--- config.mk ---
export PLATFORM = sky130hd
export DESIGN_NAME = pc_ras_unit
export DESIGN_NICKNAME = d
export VERILOG_FILES = /design/src/rtl/pc_pkg.sv /design/src/rtl/pc_ras.sv /design/src/rtl/pc_ras_unit.sv
export SDC_FILE = /design/constraint.sdc
export NUM_CORES = 1
export LEC_CHECK = 0
export ABC_AREA = 0
export BUFFER_PORTS_ARGS = -buffer_cell sky130_fd_sc_hd__buf_2
export CORE_ASPECT_RATIO = 1.4
export CORE_MARGIN = 3
export CORE_UTILIZATION = 30
export DETAILED_ROUTE_END_ITERATION = 8
export SLEW_MARGIN = 15
export SYNTH_ARGS = -nofsm -noshare
export SYNTH_HDL_FRONTEND = slang
export SYNTH_SLANG_ARGS = --single-unit
--- constraint.sdc ---
create_clock -name clk_w_i -period 3.5 [get_ports clk_w_i]
set_clock_uncertainty 0.1 [all_clocks]
set_input_delay 0.35 -clock clk_w_i [delete_from_list [all_inputs] [get_ports clk_w_i]]
set_output_delay 0.35 -clock clk_w_i [all_outputs]
set_load 0.01 [all_outputs]
--- src/rtl/pc_pkg.sv ---
// Shared op encodings for the PC / return-address-stack unit.
package pc_pkg;
    localparam int OP_W = 3;
    typedef logic [OP_W-1:0] op_t;
    localparam op_t OP_INC    = 3'd0;
    localparam op_t OP_JUMP   = 3'd1;
    localparam op_t OP_BRANCH = 3'd2;
    localparam op_t OP_CALL   = 3'd3;
    localparam op_t OP_RET    = 3'd4;
endpackage

--- src/rtl/pc_ras.sv ---
// Circular return-address stack; a push when full overwrites the oldest entry.
module pc_ras #(
    parameter int WIDTH = 32,
    parameter int DEPTH = 8
) (
    input  logic             clk,
    input  logic             rst,
    input  logic             push,
    input  logic             pop,
    input  logic [WIDTH-1:0] push_data,
    output logic [WIDTH-1:0] top,
    output logic             empty,
    output logic             full,
    output logic             ovf,
    output logic             unf
);
    localparam int PW = (DEPTH > 1) ? $clog2(DEPTH) : 1;
    localparam int CW = $clog2(DEPTH + 1);

    logic [WIDTH-1:0] mem [DEPTH];
    logic [PW-1:0]    wp;
    logic [CW-1:0]    count;

    assign empty = (count == '0);
    assign full  = (count == CW'(DEPTH));
    // wp is the next free slot, so the newest entry sits just below it
    assign top   = mem[wp - PW'(1)];

    always_ff @(posedge clk or posedge rst) begin
        if (rst) begin
            wp    <= '0;
            count <= '0;
            ovf   <= 1'b0;
            unf   <= 1'b0;
        end else begin
            ovf <= push && full;
            unf <= pop && !push && empty;
            if (push) begin
                wp <= wp + PW'(1);
                if (!full)
                    count <= count + CW'(1);
            end else if (pop && !empty) begin
                wp    <= wp - PW'(1);
                count <= count - CW'(1);
            end
        end
    end

    always_ff @(posedge clk) begin
        if (push)
            mem[wp] <= push_data;
    end
endmodule

--- src/rtl/pc_ras_unit.sv ---
// Program counter with next-PC mux, sequential adder and a return-address stack.
module pc_ras_unit
    import pc_pkg::*;
#(
    parameter int               WIDTH    = 32,
    parameter int               STEP     = 4,
    parameter int               DEPTH    = 8,
    parameter logic [WIDTH-1:0] RESET_PC = '0
) (
    input  logic             clk_w_i,
    input  logic             res_w_i_h,
    input  logic [OP_W-1:0]  op_w_i,
    input  logic             stall_w_i,
    input  logic [WIDTH-1:0] target_w_i,
    input  logic [WIDTH-1:0] offset_w_i,
    output logic [WIDTH-1:0] pc_w_o,
    output logic             ras_empty_w_o,
    output logic             ras_full_w_o,
    output logic             ovf_w_o,
    output logic             unf_w_o
);
    logic [WIDTH-1:0] pc, pc_seq, pc_nxt, ras_top;
    logic             push, pop, ras_empty;

    assign pc_seq = pc + WIDTH'(STEP);

    always_comb begin
        push   = 1'b0;
        pop    = 1'b0;
        pc_nxt = pc;
        if (!stall_w_i) begin
            case (op_t'(op_w_i))
                OP_JUMP:   pc_nxt = target_w_i;
                OP_BRANCH: pc_nxt = pc + offset_w_i;
                OP_CALL: begin
                    push   = 1'b1;
                    pc_nxt = target_w_i;
                end
                OP_RET: begin
                    pop    = 1'b1;
                    pc_nxt = ras_empty ? pc_seq : ras_top;
                end
                default:   pc_nxt = pc_seq;
            endcase
        end
    end

    always_ff @(posedge clk_w_i or posedge res_w_i_h) begin
        if (res_w_i_h)
            pc <= RESET_PC;
        else
            pc <= pc_nxt;
    end

    pc_ras #(.WIDTH(WIDTH), .DEPTH(DEPTH)) u_ras (
        .clk       (clk_w_i),
        .rst       (res_w_i_h),
        .push      (push),
        .pop       (pop),
        .push_data (pc_seq),
        .top       (ras_top),
        .empty     (ras_empty),
        .full      (ras_full_w_o),
        .ovf       (ovf_w_o),
        .unf       (unf_w_o)
    );

    assign pc_w_o        = pc;
    assign ras_empty_w_o = ras_empty;
endmodule

==> results of run 1 <==
## cells in the mapped netlist, drive strengths merged, types with 5 or more instances
master	count
mux4	64
o22ai	7
o21ai	49
mux2	9
xor2	18
or3	5
a21oi	87
nand3	23
inv	31
nor3	11
nor2	56
and3	10
buf	21
a221oi	20
o211ai	13
nand2	52
ha	36
nand2b	8
a21o	8
nand4	7
o21bai	5
a211oi	7
edfxtp	256
dfrtp	41
xnor2	38
mux2i	31
clkbuf	27
nor2b	9
## registers in the layout (all words and copies together) (netlist names)
register	cells
u_ras.mem	256
u_ras.unf	1
u_ras.ovf	1
pc_w_o	32
u_ras.count	4
u_ras.wp	3
## layer usage
| layer | track usage | up-vias | part of all wire |
|---|---|---|---|
| met2 | 0.285 | 330 | 0.50 |
| met1 | 0.205 | 4858 | 0.40 |
| li1 | - | 4243 | - |
| met3 | 0.0260 | 71 | 0.062 |
| met4 | 0.0603 | 2 | 0.038 |
| met5 | 0 | - | 0.00029 |
## worst register-to-register path, delay by kind of cell (launching register included)
kind	cells	cell delay (ps)
compound gates	7	2070
flops	1	530
fa+ha+maj	1	320
simple gates	1	210
## report_power, final
| group | internal [W] | switching, W |
|---|---|---|
| Combinational | 0.00233 | 0.00297 |
| Sequential | 0.00441 | 0.000340 |
| Clock | 0.00191 | 0.00136 |
## final timing paths
| kind | cells after the start | endpoint | slack (ps) | from |
|---|---|---|---|---|
| worst max-delay path | 9 | pc_w_o[27]$_DFFE_PP0N_ | 190 | pc_w_o[1]$_DFFE_PP0P_ |
| worst min-delay path | 3 | pc_w_o[23]$_DFFE_PP0N_ | 60 | target_w_i[23] |
| worst max register to register | 9 | pc_w_o[27]$_DFFE_PP0N_ | 190 | pc_w_o[1]$_DFFE_PP0P_ |
| worst min register to register | 1 | u_ras.count[3]$_DFFE_PP0P_ | 390 | u_ras.count[3]$_DFFE_PP0P_ |
| max in group asynchronous | 3 | u_ras.wp[0]$_DFFE_PP0P_ | 2110 | res_w_i_h |
| min in group asynchronous | 3 | pc_w_o[23]$_DFFE_PP0N_ | 470 | res_w_i_h |
## metrics by stage
stage | worst slack, ps | instances
2_1_floorplan | 216 | 1009
3_3_place_gp | 321 | 1735
3_5_place_dp | 295 | 1735
4_1_cts | 289 | 1791
5_1_grt | 53.1 | 1791
6_report | 193 | 1791
## placed cells by master, fill, tap and decap left out, types with 9 or more instances in the layout
master / n
clkbuf_16: 31
mux2i_1: 31
buf_2: 105
o21ai_0: 48
and3_1: 9
a221oi_1: 20
mux2_2: 9
dfrtp_1: 40
nor2_1: 47
mux4_2: 64
buf_4: 41
inv_1: 30
ha_1: 35
nand3_1: 21
xor2_1: 17
a21oi_1: 87
xnor2_1: 36
o211ai_1: 12
edfxtp_1: 256
nand2_1: 50
## final cells by class
cell class | count | share of cell area
Tap cell | 624 | 0.0458
Timing Repair Buffer | 151 | 0.0541
Multi-Input combinational cell | 633 | 0.322
Clock inverter | 17 | 0.00880
Inverter | 31 | 0.00682
Clock buffer | 38 | 0.0511
Sequential cell | 297 | 0.511
## kinds of logic (layout without fill, tap and decap cells)
family / after synthesis / after routing / share of synthesized area
mux: 104 / 104 / 0.128
buf+inv: 79 / 237 / 0.0228
compound gates: 233 / 233 / 0.103
flops: 297 / 297 / 0.603
fa+ha+maj: 38 / 38 / 0.0340
xor+xnor: 56 / 56 / 0.0350
simple gates: 202 / 202 / 0.0742
## repair_timing
item / CTS / global route
hold buffers: 1 / 0
endpoints found under the setup margin: 0 / 0
hold endpoints to repair: 35 / 0
==> results.md, run 1 <==
- Status: finished clean
- Via Count: 9504
- CTS Sinks: 297
- Overall die width: about 190 um
- Largest net degree at the start of global routing: 71
- IO Count: roughly 110
- Number of synthesized flops with an enable pin: 256
- Post-synthesis sequential area ratio: 0.603
- Vias in the first global route: 9889
- Root buffer cell: clkbuf_16
- Area after DPL: around 0.016 mm2
- Final antenna-violating net count: 0
- DIE AREA: 0.0509 mm2
- Max Cap Viol: 0
- Pre-Repair DR Iteration Count: 5
- Top cells by area, synth: edfxtp_1 (53%), mux4_2 (10%), dfrtp_1 (7.1%)
- Worst setup SP type: flip-flop
- Post-DP HPWL: 28.9 mm
- Power, Total: ~0.013 W
- Starting density of the core: 0.305
- Hold Path Class: input port to flip-flop
- Cell family with most CP delay: compound AO/OA/AOI/OAI gates
- Top cell type's share of synthesized area: 0.532
- Setup CP Type: flip-flop to flip-flop
- Post CTS Setup Buffer Count: 0
- Multi-input gate area in the final layout: 0.00550 mm2
- CP peak stage delay: between 500 and 600 ps
- GRT Residual Overflow: 0
- Drt first-iter violations: 808
- Worst skew pair latency: 560 ps
- Unrepaired setup endpoints after global routing: no
- P_leak: 6.06 nW
- Min Tclk post-route: 3310 ps
- Core Util, Final: 0.361
- Clk slew on worst S/H paths: 70 ps
- Power per standard cell area: just under 800 mW/mm2
- CP max FO: 12
- Crit path DAT: approximately 3700 ps
- Diode count: 0
- CORE AREA: around 0.047 mm2
- Total Routing Usage GR: 0.164
- Slew Viols, Final: 0
- Crit-path cells: ha_1, a211oi_1, o211ai_1, a31oi_1, a2111oi_2, o21bai_1, and3_1, o21ai_0, a21oi_1
- CP Capture Type: flip-flop
- Sequential cell area: between 0.008 and 0.009 mm2
- Top cell type by total area after synthesis: edfxtp_1
- Syn-to-layout area delta: 18.1%
- Post-synth ARST share: 0.138
- Syn Nets: about 1100
- Max Root-Sink Buffers: 3
- DRC Markers: 0
- Drt total wl: 42.0 mm
- First-pass GRT wire length: 62.2 mm
- Slew Limit Headroom: 0.344
- Post-Synthesis Cell Area: 0.0144 mm2
- TritonCTS Buffers: 30
- Final #Nets: 1252
- Critical Path RT: 3880 ps
- Die Ht: 266 um
- CP max-delay cell: dfrtp_1
- Ys flop type: edfxtp_1
- Fillers: 4588
- Setup tns final: 0 ps
- Number of distinct library cells after synthesis: slightly below 80
- Routability cong.: 0.887
- Share of layout cells above drive strength 1: 0.269
- CTS resizes: 0
- Final hold slack: slightly above 60 ps
- Warnings, synthesis: 0
- Std cell rows: 94
- Period Utilization, post-route: 0.945
- Flops & latches, synth: 297
- Worst vdd ir: 0.543 mV
- Fmax: 0.302 GHz
- Hold Fails Final Rpt: 0
- Syn Area/Cell: 14.3 um2
- Post-route cell area: 0.0171 mm2
- # setup viols final: 0
- H-tree Lvls: 1
- Least-Margin Pin Slew: ~980 ps
- Initial antenna violation count: 1
- Synth Instances: 1009
- Number of port buffers: 105
- Vias per cell: 5.31
- WP buf/inv: 0
- Wirelength per Cell: 23.4 um
- CTS tree: yes
Note: power is estimated with default switching activity, not from simulation.
==> run 2, diff against run 1 <==
--- a/config.mk
+++ b/config.mk
@@ -7,10 +7,13 @@
 export LEC_CHECK = 0
 export ABC_AREA = 0
 export BUFFER_PORTS_ARGS = -buffer_cell sky130_fd_sc_hd__buf_2
+export CELL_PAD_IN_SITES_DETAIL_PLACEMENT = 2
+export CELL_PAD_IN_SITES_GLOBAL_PLACEMENT = 2
 export CORE_ASPECT_RATIO = 1.4
 export CORE_MARGIN = 3
 export CORE_UTILIZATION = 30
 export DETAILED_ROUTE_END_ITERATION = 8
+export PLACE_DENSITY_LB_ADDON = 0.1
 export SLEW_MARGIN = 15
 export SYNTH_ARGS = -nofsm -noshare
 export SYNTH_HDL_FRONTEND = slang
==> results.md, run 2 (synthesis gave the netlist of run 1 again) <==
- Clk slew on worst S/H paths: 60 ps
- Syn-to-layout area delta: 18.9%
- CP max FO: 5
- Die Ht: 266 um
- Via Count: 9362
- Post-route cell area: 0.0172 mm2
- Wirelength per Cell: 25.8 um
- Slew Viols, Final: 0
- DRC Markers: 0
- Unrepaired setup endpoints after global routing: no
- Worst setup SP type: flip-flop
- Crit-path cells: ha_1, o211ai_1, o211ai_1, a31oi_1, buf_4, a2111oi_2, buf_4, o21bai_1, and3_1, o21ai_1, a21oi_1
- CP Launch Point: pc_w_o[3]$_DFFE_PP0N_
- Period Utilization, post-route: 0.912
- Placed cells: ~1700
- Reg2reg path depth: 11
- Worst vdd ir: 0.515 mV
- Least-Margin Pin Slew: 1020 ps
- Vias per cell: 5.18
- First-pass GRT wire length: 70.3 mm
- CP max-delay cell: dfrtp_1
- Slack of the critical path: between 300 and 400 ps
- DP Worst Slack: 100 ps
- CORE AREA: about 0.047 mm2
- CP peak stage delay: 470 ps
- Setup tns final: 0 ps
- Initial antenna violation count: 0
- Crit path DAT: between 3000 and 4000 ps
- Slew Limit Headroom: 0.321
- Area after DPL: 0.0162 mm2
- P_leak: approximately 6.1 nW
- DIE AREA: 0.0509 mm2
- Final antenna-violating net count: 0
- Status: finished clean
- Largest net degree at the start of global routing: 71
- Total Routing Usage GR: 0.185
- CP Capture Point: pc_w_o[27]$_DFFE_PP0N_
- CP Capture Type: flip-flop
- Hold Fails Final Rpt: 0
- Hold Path Class: input port to flip-flop
- Pre-Repair DR Iteration Count: 5
- Starting density of the core: 0.305
- CTS tree: yes
- Vias in the first global route: 10500
- Worst R2R End: pc_w_o[27]$_DFFE_PP0N_
- Critical Path RT: 3840 ps
- Sequential cell area: 0.00872 mm2
- # setup viols final: 0
- Share of layout cells above drive strength 1: 0.270
- Max Cap Viol: 0
- TritonCTS Buffers: 31
- Final #Nets: 1266
- Max FFs per register: 256
- Power per standard cell area: 797 mW/mm2
- IO Count: 106
- Drt total wl: 46.7 mm
- Multi-input gate area in the final layout: 0.00550 mm2
- Number of port buffers: 105
- Setup CP Type: flip-flop to flip-flop
- Diode count: 0
- Fmax: ~0.31 GHz
- Top reg by flops: u_ras.mem
- Min Tclk post-route: 3190 ps
- Root buffer cell: clkbuf_16
- Std cell rows: 94
- GRT Residual Overflow: 0
- H-tree Lvls: 1
- Worst skew pair latency: ~580 ps
- Fillers: 4887
- Commonest non-fill, non-tap cell in the layout: edfxtp_1
- Routability cong.: 0.773
- CTS Sinks: 297
- Post-DP HPWL: 33.0 mm
- Overall die width: between 150 and 200 um
- Max Root-Sink Buffers: 3
- Non-Filler Instances: 1807
- R2R Setup Slk: 310 ps
- Most frequent cells in the layout: edfxtp_1 (256), buf_2 (105), a21oi_1 (87)
- Reg2Reg Launch Point: pc_w_o[3]$_DFFE_PP0N_
- Core Util, Final: 0.363
- Drt first-iter violations: 537
run 2: cell count changes in the layout (fill, tap and decap cells not counted), moves of 2 or more:
cell,change
clkbuf_8,-5
clkinv_2,-4
clkbuf_1,+8
clkinv_1,+2
buf_4,+8
buf_12,+4
run 2: through the flow:
stage                     hold slack, ps  total power (W)
after floorplan                      356          0.00845
after global routing                96.8           0.0146
after global placement               375           0.0105
after CTS                           50.2           0.0140
final                               72.6           0.0137
after detailed placement             403           0.0106
run 2: how the worst min path moves through the flow:
stage | startpoint | endpoint | slack, ps | cells after the start
2_1_floorplan | u_ras.count[3]$_DFFE_PP0P_ | u_ras.count[3]$_DFFE_PP0P_ | 360 | 1
3_3_place_gp | u_ras.count[3]$_DFFE_PP0P_ | u_ras.count[3]$_DFFE_PP0P_ | 370 | 1
3_5_place_dp | u_ras.count[3]$_DFFE_PP0P_ | u_ras.count[3]$_DFFE_PP0P_ | 400 | 1
4_1_cts | target_w_i[13] | pc_w_o[13]$_DFFE_PP0N_ | 50 | 3
5_1_grt | target_w_i[13] | pc_w_o[13]$_DFFE_PP0N_ | 100 | 3
6_report | target_w_i[13] | pc_w_o[13]$_DFFE_PP0N_ | 70 | 3
run 2: what timing repair did:
item	in CTS	in global routing
hold endpoints to repair	36	0
resized for setup	0	1
hold buffers	2	0
buffers inserted	0	0
setup endpoints to repair	0	1
run 2: per-layer routing:
metal  global-route usage  up-vias  routed length, um
met3               0.0165       42               1510
met1                0.253     4919              20700
met5                    0        -                  0
met4               0.0361        0                739
li1                     -     4264                  -
met2                0.322      137              23800
run 2: power breakdown:
part | leakage, nW | switching, W | total (W) | internal [W]
registers | 2.79 | 0.000321 | 0.00473 | 0.00441
clock network | 0.484 | 0.00142 | 0.00326 | 0.00183
logic | 2.82 | 0.00332 | 0.00571 | 0.00239
total | 6.10 | 0.00506 | 0.0137 | 0.00864
run 2: worst max-delay path: cells and delay by family (launching register included):
kind	cells	cell delay, ps
AOI/OAI and AO/OA	7	1480
DFF	1	470
adders and majority gates	1	410
buffers and inverters	2	380
and+or+nand+nor	1	210
run 2: layout make-up:
cell class,count,share of cell area
clock buffers,41,0.0485
clock inverters,17,0.00947
inverters,31,0.00677
multi-input cells,633,0.320
flip-flops and latches,297,0.507
well taps,624,0.0454
repair buffers,164,0.0625
==> run 3, diff against run 2 <==
--- a/config.mk
+++ b/config.mk
@@ -17,4 +17,5 @@
 export SLEW_MARGIN = 15
 export SYNTH_ARGS = -nofsm -noshare
 export SYNTH_HDL_FRONTEND = slang
+export SYNTH_HIERARCHICAL = 1
 export SYNTH_SLANG_ARGS = --single-unit
==> results.md, run 3 <==
- Status: finished clean
- Final #Nets: 1194
- Number of synthesized flops with an enable pin: approximately 260
- Via Count: approximately 8900
- Warnings, synthesis: 6
- Drt first-iter violations: 439
- CP Capture Type: flip-flop
- Critical Path RT: slightly below 4000 ps
- P_leak: just over 6 nW
- Min-delay src: target_w_i[18]
- Top cell type's share of synthesized area: 0.533
- Worst skew pair latency: 560 ps
- Wirelength per Cell: ~25 um
- Reg2Reg Launch Point: pc_w_o[0]$_DFFE_PP0P_
- Number of distinct library cells after synthesis: 69
- Drt total wl: 43.0 mm
- Post-synth ARST share: 0.138
- Post-Synthesis Cell Area: between 0.01 and 0.015 mm2
- DIE AREA: 0.0507 mm2
- # setup viols final: 0
- Overall die width: 191 um
- Final antenna-violating net count: 0
- Cell family with most CP delay: compound AO/OA/AOI/OAI gates
- Clock Power Share: 0.248
- Syn Nets: approximately 1000
- CP peak stage delay: 420 ps
- Syn-to-layout area delta: 18.7%
- Sw Share: 0.355
- Post-DP HPWL: 30.1 mm
- Power per standard cell area: about 790 mW/mm2
- Hold Path Class: input port to flip-flop
- Max Cap Viol: 0
- Flops & latches, synth: 297
- Register share of total power: 0.340
- Post-synthesis sequential area ratio: 0.605
- DP Worst Slack: 231 ps
- Commonest cells post-synth: edfxtp_1 (256), a21oi_1 (61), mux4_1 (61), nor2_1 (53), dfrtp_1 (41)
- Hold EP: pc_w_o[18]$_DFFE_PP0N_
- Initial antenna violation count: 0
- Top cells by area, synth: edfxtp_1 (53%), mux4_1 (11%), dfrtp_1 (7.1%)
- Least-Margin Pin Slew: around 900 ps
- Sw Pwr: 0.00481 W
- Fmax: 0.313 GHz
- Most frequent cell after synthesis: edfxtp_1
- Starting density of the core: 0.305
- Post-route cell area: approximately 0.017 mm2
- Area after DPL: approximately 0.016 mm2
- Routability cong.: between 0.7 and 0.8
- CP max FO: 3
- Max Root-Sink Buffers: 3
- Number of port buffers: between 100 and 150
- Die Ht: ~270 um
- GRT Residual Overflow: 0
- Worst R2R End: pc_w_o[28]$_DFFE_PP0N_
- Commonest non-fill, non-tap cell in the layout: edfxtp_1
- Std cell rows: 94
- WP buf/inv: 0
- Worst vdd ir: a little under 0.4 mV
- Crit path DAT: 3570 ps
- CP max-delay cell: fa_1
- Worst setup SP type: flip-flop
- Crit-path cells: ha_1, fa_1, a21o_1, a31oi_1, o22ai_1, o2111a_2, a21oi_4, o21a_2, nor2_2, or3_1, a32oi_1
- Unrepaired setup endpoints after global routing: no
- Largest net degree at the start of global routing: a little over 70
- Post CTS Setup Buffer Count: 0
- Setup CP Type: flip-flop to flip-flop
- DRC Markers: 0
- Min Tclk post-route: roughly 3200 ps
- IO Count: 106
- Combinational share of power: 0.411
- Core Util, Final: 0.362
- First-pass GRT wire length: 65.2 mm
- Slew Viols, Final: 0
- CTS resizes: 0
- H-tree Lvls: 1
- Slew Limit Headroom: 0.399
- Top reg by flops: u_ras/mem
- Period Utilization, post-route: 0.913
- Top cell type by total area after synthesis: edfxtp_1
- Internal power: 0.00876 W
- Hold Fails Final Rpt: 0
- Slack of the critical path: 305 ps
- Vias per cell: 5.15
- CORE AREA: around 0.047 mm2
- Share of layout cells above drive strength 1: 0.249
- TritonCTS Buffers: 30
- Syn Area/Cell: about 15 um2
- Max FFs per register: approximately 260
- Synth Instances: 940
- Total Routing Usage GR: 0.171
- Ys flop type: edfxtp_1
- Pre-Repair DR Iteration Count: 4
- Root buffer cell: clkbuf_16
- Clk slew on worst S/H paths: 70 ps
- R2R Setup Slk: ~300 ps
- CTS Sinks: 297
- Most frequent cells in the layout: edfxtp_1 (256), buf_2 (105), a21oi_1 (61), mux4_1 (61), nor2_1 (46)
- Vias in the first global route: 9883
- CTS tree: yes
- Reg2reg path depth: 11
- Hold Crit Depth: 3
[run 3: cells by family (layout without fill, tap and decap cells)]
| group | after synthesis | in the layout | share of synthesized area |
|---|---|---|---|
| other cells | 0 | 1 | 0 |
| compound gates | 208 | 208 | 0.103 |
| fa+ha+maj | 38 | 38 | 0.0340 |
| mux | 97 | 97 | 0.142 |
| flops | 297 | 297 | 0.605 |
| xor+xnor | 58 | 58 | 0.0352 |
| simple gates | 167 | 167 | 0.0569 |
| buf+inv | 75 | 245 | 0.0247 |
[run 3: cell type report]
type	instances	area [um2]
clock inverters	16	175
inverters	32	120
well taps	624	781
fillers	4843	30200
flip-flops and latches	297	8720
multi-input cells	568	5450
diodes	1	2.50
repair buffers	157	1010
clock buffers	40	870
[run 3: through the flow]
stage	cells	hold slack [ps]	power [W]	setup TNS, ps
finish	1735	36.3	0.0136	0
CTS	1734	4.53	0.0138	0
detailed placement	1677	269	0.0104	0
global placement	1677	262	0.0103	0
global route	1734	22.2	0.0144	0
floorplan	940	77.9	0.00827	-18780
[run 3: repair_timing]
item / 4_1_cts / 5_1_grt
hold endpoints to repair: 41 / 0
setup endpoints to repair: 0 / 0
hold buffers: 1 / 0
[run 3: worst max-delay path by stage]
| stage | from | endpoint | slack [ps] | cells after the start |
|---|---|---|---|---|
| 2_1_floorplan | stall_w_i | u_ras/mem[5][0]$_DFFE_PP_ | -120 | 8 |
| 3_3_place_gp | offset_w_i[0] | pc_w_o[28]$_DFFE_PP0N_ | 250 | 12 |
| 3_5_place_dp | offset_w_i[0] | pc_w_o[28]$_DFFE_PP0N_ | 230 | 12 |
| 4_1_cts | pc_w_o[0]$_DFFE_PP0P_ | pc_w_o[28]$_DFFE_PP0N_ | 290 | 11 |
| 5_1_grt | pc_w_o[0]$_DFFE_PP0P_ | pc_w_o[20]$_DFFE_PP0N_ | 100 | 11 |
| 6_report | pc_w_o[0]$_DFFE_PP0P_ | pc_w_o[28]$_DFFE_PP0N_ | 310 | 11 |
[run 3: worst reg2reg max path: cells and delay by family, from the launching register on]
family,cells,cell delay [ps]
compound gates,7,1580
fa+ha+maj,2,650
flops,1,390
simple gates,2,390
[run 3: layer usage]
layer / vias up / GRT usage / share of wire
li1: 4093 / - / -
met1: 4656 / 0.240 / 0.46
met2: 145 / 0.291 / 0.50
met3: 34 / 0.0150 / 0.032
met4: 0 / 0.0327 / 0.013
met5: - / 0 / 0
[run 3: power groups by stage]
stage | clock network (W) | registers [W] | logic, W
global route | 0.00364 | 0.00465 | 0.00610
detailed placement | 0 | 0.00470 | 0.00570
CTS | 0.00348 | 0.00463 | 0.00571
floorplan | 0 | 0.00470 | 0.00357
global placement | 0 | 0.00469 | 0.00559
finish | 0.00337 | 0.00462 | 0.00558
